### config.mk
export PLATFORM = sky130hd
export DESIGN_NAME = seq3x8_decoder
export DESIGN_NICKNAME = d
export VERILOG_FILES = /design/src/rtl/seq3x8_decoder.sv
export SDC_FILE = /design/constraint.sdc
export NUM_CORES = 1
export LEC_CHECK = 0
export CAP_MARGIN = 40
export CORE_ASPECT_RATIO = 0.8
export CORE_MARGIN = 3
export CORE_UTILIZATION = 40
export DETAILED_ROUTE_END_ITERATION = 8
export PLACE_DENSITY = 0.58
export SLEW_MARGIN = 20
export SYNTH_ARGS = -nofsm -noshare
export SYNTH_HDL_FRONTEND = slang
export SYNTH_SLANG_ARGS = --single-unit
### constraint.sdc
create_clock -name clk -period 4 [get_ports clk]
set_input_delay 0.8 -clock clk [delete_from_list [all_inputs] [get_ports clk]]
set_output_delay 0.8 -clock clk [all_outputs]
set_load 0.03 [all_outputs]
### src/rtl/seq3x8_decoder.sv
// Registered 3-to-8 decoder emitting timed one-hot pulses with an optional all-zero gap.
// Optional 1-entry pending code buffer is enabled by defining SEQ3X8_DECODER_QUEUE_EN.
module seq3x8_decoder #(
   parameter int unsigned PULSE_LEN = 4,
   parameter int unsigned GAP_LEN   = 1
) (
   input  logic clk,
   input  logic rst,
   input  logic i0,
   input  logic i1,
   input  logic i2,
   input  logic vld,
   output logic rdy,
   output logic o0,
   output logic o1,
   output logic o2,
   output logic o3,
   output logic o4,
   output logic o5,
   output logic o6,
   output logic o7
);

   typedef enum logic [1:0] {StIdle, StPulse, StGap} state_t;

   localparam logic [7:0] PulseInit = 8'(PULSE_LEN - 1);
   localparam logic [7:0] GapInit   = (GAP_LEN > 0) ? 8'(GAP_LEN - 1) : 8'd0;

   state_t     state;
   logic [7:0] cnt;
   logic [7:0] onehot;
   logic [2:0] code;
   logic       accept;
   logic       gap_done;

   function automatic logic [7:0] dec(input logic [2:0] c);
      dec = 8'b1 << c;
   endfunction

   assign code   = {i0, i1, i2};
   assign accept = vld && rdy;

   // Terminal cycle of the gap; with no gap this is the last pulse cycle itself.
   assign gap_done = (cnt == 8'd0) &&
                     ((state == StGap) || ((state == StPulse) && (GAP_LEN == 0)));

`ifdef SEQ3X8_DECODER_QUEUE_EN
   logic       pend;
   logic [2:0] pend_code;

   assign rdy = !rst && ((state == StIdle) || !pend);
`else
   assign rdy = !rst && (state == StIdle);
`endif

   always_ff @(posedge clk) begin
      if (rst) begin
         state  <= StIdle;
         cnt    <= 8'd0;
         onehot <= 8'd0;
`ifdef SEQ3X8_DECODER_QUEUE_EN
         pend      <= 1'b0;
         pend_code <= 3'd0;
`endif
      end else begin
         unique case (state)
            StIdle: begin
               if (accept) begin
                  onehot <= dec(code);
                  cnt    <= PulseInit;
                  state  <= StPulse;
               end
            end
            StPulse: begin
`ifdef SEQ3X8_DECODER_QUEUE_EN
               if (accept) begin
                  pend      <= 1'b1;
                  pend_code <= code;
               end
`endif
               if (cnt != 8'd0) begin
                  cnt <= cnt - 8'd1;
               end else if (GAP_LEN > 0) begin
                  onehot <= 8'd0;
                  cnt    <= GapInit;
                  state  <= StGap;
               end
            end
            StGap: begin
`ifdef SEQ3X8_DECODER_QUEUE_EN
               if (accept) begin
                  pend      <= 1'b1;
                  pend_code <= code;
               end
`endif
               if (cnt != 8'd0) begin
                  cnt <= cnt - 8'd1;
               end
            end
            default: begin
               state  <= StIdle;
               onehot <= 8'd0;
               cnt    <= 8'd0;
            end
         endcase

         // End-of-gap action overrides the per-state updates above.
         if (gap_done) begin
`ifdef SEQ3X8_DECODER_QUEUE_EN
            if (pend) begin
               onehot <= dec(pend_code);
               cnt    <= PulseInit;
               state  <= StPulse;
               pend   <= accept;
            end else if (accept) begin
               onehot <= dec(code);
               cnt    <= PulseInit;
               state  <= StPulse;
               pend   <= 1'b0;
            end else begin
               onehot <= 8'd0;
               state  <= StIdle;
            end
`else
            onehot <= 8'd0;
            state  <= StIdle;
`endif
         end
      end
   end

   assign {o7, o6, o5, o4, o3, o2, o1, o0} = onehot;

endmodule

==> results.cfg <==
[synth]
seq_area_frac_synth_pct = 35.78
synth_area_um2 = 1007
ys.flop_type = dfxtp_1
ys_types = 38
ys_ff_latch = 18
synth_fp_nets = 131
synth_edf_count = 0
syn_inst = 123
yosys_warnings = 0
synthArstFlopShare_pct = 0
synth.avg_cell_area_um2 = 8.189

[power_and_ir_drop]
power_frac_seq_pct = 34.8
combPwrFrac_pct = 51.3
internal_power_mw = 0.4365
swShare_pct = 45.99
powerDensity_nw_per_um2 = 667.3
leakagePower_nw = 0.4057
p_clk_share_pct = 13.8
switchingPower_mw = 0.3717
peakVddDrop_v = 0.0003643

[sta]
setup_ws_ns = 1.054
timing.fmax_mhz = 339.5
fin_tns_setup_ns = 0
rsz0062_at_grt = false
min_period_over_period_pct = 73.64
worst_slew_pin_slew_ns = 0.7037
finalSetupViolCount = 0
holdWs_ns = 0.4889
clock_skew_ns = 0.01029
timing.final.crit_period_ns = 2.946
relSlewSlack_pct = 53.08
drv_slew = 0
hold_viol_final = 0

[floorplanning]
io_pins = 15
die_h_um = 50.88
core_um2 = 2271
die_area_um2 = 3160
rows = 15
fp.dieW_um = 62.11
initial_core_util_pct = 44.35

[cts]
postCtsHoldBufs = 0
cts_max_level = 1
cts.repair.resized = 0
clkTransAtPathRegs_ns = 0.09
clockBufferDepth = 2
insertion_delay_ns = 0.30
cts_buffers = 3
post_cts_buffers = 0
clock-root-buffer = clkbuf_4
clock_sinks = 18
cts_tree = built

[job]
maxCapViolCount = 0

[min_path]
hold_start = onehot[4]$_SDFFE_PP0P_
hp-class = flip-flop to flip-flop

[routing]
drt-initial-drc-count = 79
drc = 0
firstDrtPassIters = 4
routedWlPerCell_um = 14.10
wl_um = 2411
avgViaCountPerCell = 5.579
num_vias = 954
ant_nets = 0

[placement]
port_buffers = 14
place_ws_ns = 1.075
dpl_cell_area_um2 = 1175
gp_congestion = 0.7913
dp_hpwl_um = 1824

[global_routing]
antenna_found_initial = 0
grt_pass1_vias = 911
grt_overflow = 0
grt_max_degree = 18
grt_usage_pct = 16.87
grt_pass1_wl_um = 4257

[worst_setup_path]
worst_path_largest_cell_delay_ns = 0.70
crit_top_cell = clkdlybuf4s50_1
critical_path.endpoint_type = output pin
critPathSlowestCell = clkdlybuf4s50_1
critPathLaunchType = input pin
cp_num_buf_inv = 2
r2r_start = cnt[0]$_SDFFE_PP0P_
cp_data_arrival_time_ns = 2.15
crit_required_ns = 3.20
crit_start = rst
path_delay_family = buffers and inverters
crit_chain = clkdlybuf4s50_1 > nor3_1 > clkdlybuf4s50_1
worstPathMaxFanout = 6
worst-setup-path-type = input pin to output pin

[finish]
nets = 146
mostFrequentLayoutCell = dfxtp_1
seqCellArea_um2 = 360.3
multi_input_area_um2 = 598.1
num-fill-cells = 212
design_area_um2 = 1211
final_util_pct = 53.33
insertedDiodeCount = 0
most-common-layout-cells = dfxtp_1, a21oi_1, clkdlybuf4s50_1, nand2_1, o21ai_0
final_layout_size_suffix_gt1_share_pct = 8.759
area_growth_pct = 20.25

[status]
outcome = completed
## cell type report
type | instances | area share, %
tap | 34 | 3.512
inverter | 7 | 2.169
sequential | 18 | 29.75
timing repair buffer | 15 | 12.19
multi-input combinational | 93 | 49.38
clock buffer | 4 | 2.996
## per-stage QoR
step / total power [mW] / cells
final: 0.8082 / 171
after global routing: 0.8829 / 171
after CTS: 0.8144 / 171
after detailed placement: 0.7001 / 167
after global placement: 0.6898 / 167
after floorplan: 0.6007 / 123
## worst register-to-register path: stages (launching register included)
cell and delay (ns):
dfxtp_1 0.47, inv_1 0.10, ha_1 0.21, or3b_2 0.27, o21ai_4 0.10, a2111oi_0 0.60, mux2i_1 0.23
## flip-flops by register name (all words and copies together), names as in the netlist
| signal | cells |
|---|---|
| cnt | 8 |
| onehot | 8 |
| state | 2 |
## cell usage after synthesis, drive strengths merged, types with 3 or more instances
| master | instances | area [um^2] |
|---|---|---|
| mux2i | 3 | 30.03 |
| a21oi | 16 | 83.83 |
| o211ai | 8 | 60.06 |
| nor2 | 7 | 26.28 |
| nor3 | 3 | 15.01 |
| o21ai | 11 | 66.31 |
| nand2 | 9 | 33.78 |
| buf | 3 | 15.01 |
| a2111oi | 3 | 26.28 |
| dfxtp | 18 | 360.4 |
| inv | 6 | 22.52 |
| a211o | 3 | 26.28 |
| nand3 | 6 | 30.03 |
## power by group through the flow
stage / clock (mW) / combinational (mW) / sequential, mW
3_5_place_dp: 0 / 0.416 / 0.285
2_1_floorplan: 0 / 0.343 / 0.258
6_report: 0.112 / 0.415 / 0.281
5_1_grt: 0.125 / 0.468 / 0.290
4_1_cts: 0.118 / 0.417 / 0.280
3_3_place_gp: 0 / 0.407 / 0.283
## layer usage
layer	part of all wire (%)	wire (um)	up-vias	track usage, %
li1	-	-	491	-
met1	49	1190	433	24.33
met2	44	1056	28	24.64
met3	6.4	155	2	5.055
met4	0.41	10	0	3.676
met5	0	0	-	0
## path summary, 6_finish.rpt
path | end | slack, ns | depth (start not counted)
max | rdy | 1.05 | 3
min | onehot[4]$_SDFFE_PP0P_ | 0.49 | 2
min reg2reg | onehot[4]$_SDFFE_PP0P_ | 0.49 | 2
max reg2reg | cnt[3]$_SDFFE_PP0P_ | 1.95 | 6
## kinds of logic (layout without fill, tap and decap cells)
kind of cell	count (synthesis)	count (layout)	synth area share, %
muxes	3	3	2.981
AOI/OAI and AO/OA	49	49	32.92
and+or+nand+nor	39	39	21.00
adders and majority gates	2	2	2.484
DFF	18	18	35.78
buffers and inverters	12	26	4.844
Power figures use the tool's default switching activity.
